[config.mk]
export PLATFORM = sky130hd
export DESIGN_NAME = dmem_arbiter
export DESIGN_NICKNAME = d
export VERILOG_FILES = /design/src/rtl/dmem_arb_pkg.sv /design/src/rtl/rr_arb2.sv /design/src/rtl/dmem_arbiter.sv
export SDC_FILE = /design/constraint.sdc
export NUM_CORES = 1
export LEC_CHECK = 0
export BUFFER_PORTS_ARGS = -buffer_cell sky130_fd_sc_hd__clkbuf_2
export CAP_MARGIN = 40
export CORE_MARGIN = 2
export CORE_UTILIZATION = 38
export DETAILED_ROUTE_END_ITERATION = 10
export GPL_ROUTABILITY_DRIVEN = 0
export GPL_TIMING_DRIVEN = 0
export PLACE_DENSITY_LB_ADDON = 0.3
export SYNTH_ARGS = -nofsm -noshare
export SYNTH_HDL_FRONTEND = slang
export SYNTH_HIERARCHICAL = 1
export SYNTH_SLANG_ARGS = --single-unit
[constraint.sdc]
create_clock -name clk -period 1.9 [get_ports clk]
set_clock_uncertainty 0.2 [all_clocks]
set_input_delay 0.285 -clock clk [delete_from_list [all_inputs] [get_ports clk]]
set_output_delay 0.285 -clock clk [all_outputs]
set_load 0.1 [all_outputs]
[src/rtl/dmem_arb_pkg.sv]
// Shared types for the data-memory arbiter: FSM state encoding and port ids.
package dmem_arb_pkg;

  typedef enum logic [1:0] {
    IDLE  = 2'd0,
    ISSUE = 2'd1,
    RESP  = 2'd2
  } arb_state_t;

  localparam logic PORT_CORE   = 1'b0;
  localparam logic PORT_LOADER = 1'b1;

endpackage

[src/rtl/rr_arb2.sv]
// Two-request round-robin pick: a lone request wins; on a tie the port not
// granted last time wins.
module rr_arb2
  import dmem_arb_pkg::*;
(
  input  logic [1:0] req,
  input  logic       last_gnt,
  output logic [1:0] gnt_onehot,
  output logic       any
);

  always_comb begin
    gnt_onehot = req;
    if (req == 2'b11) begin
      gnt_onehot = 2'b00;
      if (last_gnt == PORT_LOADER) gnt_onehot[PORT_CORE]   = 1'b1;
      else                         gnt_onehot[PORT_LOADER] = 1'b1;
    end
  end

  assign any = |req;

endmodule

[src/rtl/dmem_arbiter.sv]
// Shares the single-ported data memory between the core LSU and the loader.
// Optional address range check: define DMEM_ARB_ADDR_CHECK_EN (adds err port).
module dmem_arbiter
  import dmem_arb_pkg::*;
#(
  parameter int DATA_W = 32,
  parameter int ADDR_W = 32,
  parameter int DEPTH  = 128
) (
  input  logic              clk,
  input  logic              rst_n,
  input  logic              req0,
  input  logic              req1,
  input  logic              we0,
  input  logic              we1,
  input  logic [ADDR_W-1:0] addr0,
  input  logic [ADDR_W-1:0] addr1,
  input  logic [DATA_W-1:0] wdata0,
  input  logic [DATA_W-1:0] wdata1,
  output logic              gnt0,
  output logic              gnt1,
  output logic              rvalid0,
  output logic              rvalid1,
  output logic [DATA_W-1:0] rdata,
`ifdef DMEM_ARB_ADDR_CHECK_EN
  output logic              err,
`endif
  output logic [ADDR_W-1:0] mem_A,
  output logic              mem_WE,
  output logic [DATA_W-1:0] mem_WriteData,
  input  logic [DATA_W-1:0] mem_ReadData
);

  arb_state_t        state, state_nxt;
  logic              accept;
  logic              last_gnt;
  logic [1:0]        gnt_onehot;
  logic              any;
  logic              win;
  logic              vld_p1, vld_p2;
  logic              owner_p1;
  logic              we_p1;
  logic [ADDR_W-1:0] addr_p1;
  logic [DATA_W-1:0] wdata_p1;

  rr_arb2 u_rr (
    .req        ({req1, req0}),
    .last_gnt   (last_gnt),
    .gnt_onehot (gnt_onehot),
    .any        (any)
  );

  assign win = gnt_onehot[PORT_LOADER];

  always_comb begin
    state_nxt = state;
    accept    = 1'b0;
    case (state)
      IDLE: begin
        if (any) begin
          state_nxt = ISSUE;
          accept    = 1'b1;
        end
      end
      ISSUE: state_nxt = RESP;
      RESP: begin
        if (any) begin
          state_nxt = ISSUE;
          accept    = 1'b1;
        end else begin
          state_nxt = IDLE;
        end
      end
      default: state_nxt = IDLE;
    endcase
  end

  // Stage p1: accepted request latched, memory driven during ISSUE
  always_ff @(posedge clk or negedge rst_n) begin
    if (!rst_n) begin
      state    <= IDLE;
      last_gnt <= PORT_LOADER;
      owner_p1 <= PORT_CORE;
      we_p1    <= 1'b0;
      addr_p1  <= '0;
      wdata_p1 <= '0;
    end else begin
      state <= state_nxt;
      if (accept) begin
        last_gnt <= win;
        owner_p1 <= win;
        we_p1    <= gnt_onehot[PORT_CORE] ? we0    : we1;
        addr_p1  <= gnt_onehot[PORT_CORE] ? addr0  : addr1;
        wdata_p1 <= gnt_onehot[PORT_CORE] ? wdata0 : wdata1;
      end
    end
  end

  assign vld_p1        = (state == ISSUE);
  assign mem_A         = addr_p1;
  assign mem_WriteData = wdata_p1;
  assign gnt0          = vld_p1 && (owner_p1 == PORT_CORE);
  assign gnt1          = vld_p1 && (owner_p1 == PORT_LOADER);

  // Stage p2: registered memory read is valid, response routed to owner
  assign vld_p2  = (state == RESP);
  assign rvalid0 = vld_p2 && (owner_p1 == PORT_CORE);
  assign rvalid1 = vld_p2 && (owner_p1 == PORT_LOADER);

`ifdef DMEM_ARB_ADDR_CHECK_EN
  function automatic logic addr_oob(input logic [ADDR_W-1:0] a);
    return 64'(a) >= 64'(DEPTH);
  endfunction

  logic oob_p1;
  assign oob_p1 = addr_oob(addr_p1);
  assign mem_WE = vld_p1 && we_p1 && !oob_p1;
  assign err    = vld_p2 && oob_p1;
  assign rdata  = (vld_p2 && oob_p1) ? '0 : mem_ReadData;
`else
  assign mem_WE = vld_p1 && we_p1;
  assign rdata  = mem_ReadData;

  // DEPTH only feeds the range check; this keeps it referenced without it.
  if (DEPTH < 1) begin : g_depth_invalid
  end
`endif

endmodule

==> impl_metrics.yaml <==
run_status:
  status: "finished, violations left"
  violations: "setup timing"
run:
  maxCapViolCount: 0
route:
  drc_errors: 0
  postRouteAntennaNets: 0
  firstDrtPassIters: 4
  viasPerCell: 4.56
  drt_iter0_drc: 70
  vias: 2961
  wl_per_cell_microns: 14.9
  finalWirelength_microns: 9660
synthesis:
  yosys_register_bits: 69
  postSynthAreaPerCell_sq_um: 14.9
  synth-simple-area-share_pct: 1.40
  synth_fa_ha_area_share_pct: 0
  yosys_warnings: 6
  synth_area_sq_mm: 0.00385
  ys_types: 14
  synth_compound_area_share_pct: 0.390
  synth_seq_area_share_pct: 44.9
  synth_nets: 425
  synth_xor_xnor_area_share_pct: 0
  synthMuxAreaShare_pct: 43.5
  synth_top_family_by_area: "multiplexers"
  syn_inst: 259
finish:
  multi_input_area_sq_mm: 0.00196
  nets: 678
  area_growth_pct: 50.5
  stdcell_area_sq_mm: 0.00579
  final-seq-area_sq_mm: 0.00173
  drive_gt1_share_pct: 85.7
  utilization_pct: 59.0
  antenna-diode-count: 0
  fin_cells: 650
  fill_cells: 846
pwr:
  ir_drop_mv: 0.751
  total_power_w: 0.00768
  power_density_mw_per_mm2: 1330
  power_leakage_nw: 3.15
critical_path:
  r2r_slack_ns: -0.08
  r2r_cells: 6
  end_kind: "register"
  regToRegEndpoint: "mem_WriteData[3]"
  crit_path_start_kind: "register"
  cp.arrival_ns: 2.01
  reg2reg_from: "last_gnt"
  criticalPathCategory: "reg2reg"
  cp_max_fo: 10
  cp.required_ns: 1.93
sta:
  worst_slew_pin_slew_ns: 0.563
  hold_violations: 0
  fin_crit_sh_pct: 104
  rsz0062_at_grt: "yes"
  tns_ns: -3.51
  worst_slack_ns: -0.0808
  slew_viol_final: 0
  final-setup-viol-count: 64
  max_freq_ghz: 0.505
  min_period_ns: 1.98
  maxSlewHeadroom_pct: 62.6
clock_tree:
  cts_max_level: 3
  clockRootBuffer: "clkbuf_8"
  cts_buffers: 9
  cts_sinks: 69
  insertion_delay_ns: 0.34
  cts_tree: "built"
  clkTransAtPathRegs_ns: 0.08
  cts_buffer_depth: 2
hold_path:
  hold_path.class: "in2reg"
  holdPathStages: 3
  hp-start: "addr0[15]"
  holdPathEnd: "mem_A[15]"
global_routing:
  grt_overflow: 0
  antenna_found_initial: 0
  grt_first_pass_wirelength_microns: 15800
  grt_pass1_vias: 3227
  grt_max_degree: 38
  grtUsageTotal_pct: 18.0
placed_design:
  place_inst: 627
  dp_hpwl_microns: 7200
  placed_cell_area_sq_mm: 0.00524
  portBuffers: 234
floorplanning:
  die_w_microns: 105
  start_util_pct: 39.2
  design.die.area_sq_mm: 0.0109
  row_count: 36
  dieHeight_microns: 105
  io_pins: 267
  core_area_sq_mm: 0.00982
per-stage QoR:
stage / setup slack (ns) / hold WS, ns
4_1_cts: -0.122 / 0.0732
3_5_place_dp: -0.136 / 0.0931
3_3_place_gp: -0.229 / 0.246
5_1_grt: -0.167 / 0.0824
6_report: -0.0808 / 0.0943
2_1_floorplan: -0.204 / -0.211
critical path, stage by stage (launching register included):
cell      delay [ns]
dfstp_2         0.54
inv_2           0.04
a21boi_4        0.17
buf_12          0.18
buf_12          0.15
mux2_4          0.31
mux2_4          0.26
area by class of cell:
class                   instances  area share (%)
multi-input cells             142            33.9
flip-flops and latches         69            29.8
repair buffers                242            22.7
plain buffers                  47            7.37
well taps                     133            2.87
clock buffers                   9            2.14
clock inverters                 7            1.15
inverters                       1          0.0648
synthesized netlist by cell type (all sizes together):
master | n | share of area (%)
mux2 | 132 | 44
or2 | 1 | 0.16
dfstp | 1 | 0.68
dfrtp | 68 | 44
and3b | 1 | 0.23
buf | 47 | 9.7
inv | 1 | 0.097
a21boi | 2 | 0.39
nor2b | 3 | 0.49
and2 | 2 | 0.33
nor3b | 1 | 0.20
report_power, final:
| part | internal (W) | switching (W) | leakage, nW | total, W |
|---|---|---|---|---|
| logic | 0.00118 | 0.00333 | 2.25 | 0.00451 |
| registers | 0.00181 | 0.000203 | 0.805 | 0.00201 |
| clock network | 0.000599 | 0.000568 | 0.0987 | 0.00117 |
registers in the layout (all words and copies together) (netlist names):
register,flops
we_p1,1
last_gnt,1
mem_WriteData,32
owner_p1,1
state,2
mem_A,32
placed cells by master (no fill, tap or decap), drive strengths merged:
cell type / instances
dfrtp: 68
nor3b: 1
dlygate4sd3: 1
mux2: 132
buf: 56
clkbuf: 241
a21boi: 2
nor2b: 3
clkinv: 5
inv: 1
or2: 1
and2: 2
clkinvlp: 1
bufinv: 1
and3b: 1
dfstp: 1
kinds of logic (layout without fill, tap and decap cells):
logic type,count (synthesis),count (layout)
AO/OA/AOI/OAI,2,2
buffers and inverters,48,306
multiplexers,132,132
flip-flops,69,69
AND/OR/NAND/NOR,8,8
how the worst max path moves through the flow:
stage / start / endpoint / slack (ns) / depth (start not counted)
6_report: last_gnt / mem_WriteData[3] / -0.08 / 6
5_1_grt: last_gnt / mem_WriteData[3] / -0.17 / 6
4_1_cts: last_gnt / mem_A[17] / -0.12 / 6
3_5_place_dp: last_gnt / mem_WriteData[7] / -0.14 / 6
3_3_place_gp: rst_n / mem_A[29] / -0.23 / 1
2_1_floorplan: state[0] / rvalid0 / -0.20 / 1
layer usage:
| layer | track usage [%] | vias to the layer above | part of all wire [%] |
|---|---|---|---|
| li1 | - | 1387 | - |
| met1 | 20.7 | 1404 | 40 |
| met2 | 31.7 | 156 | 49 |
| met3 | 5.12 | 14 | 8.6 |
| met4 | 7.05 | 0 | 1.8 |
| met5 | 0 | - | 0 |
what timing repair did:
item | CTS | global route
cloned | 2 | 0
endpoints found under the hold margin | 32 | 0
gates resized for setup | 67 | 12
hold buffers | 1 | 0
buffers inserted | 4 | 0
endpoints found under the setup margin | 66 | 68
Power figures use the tool's default switching activity.
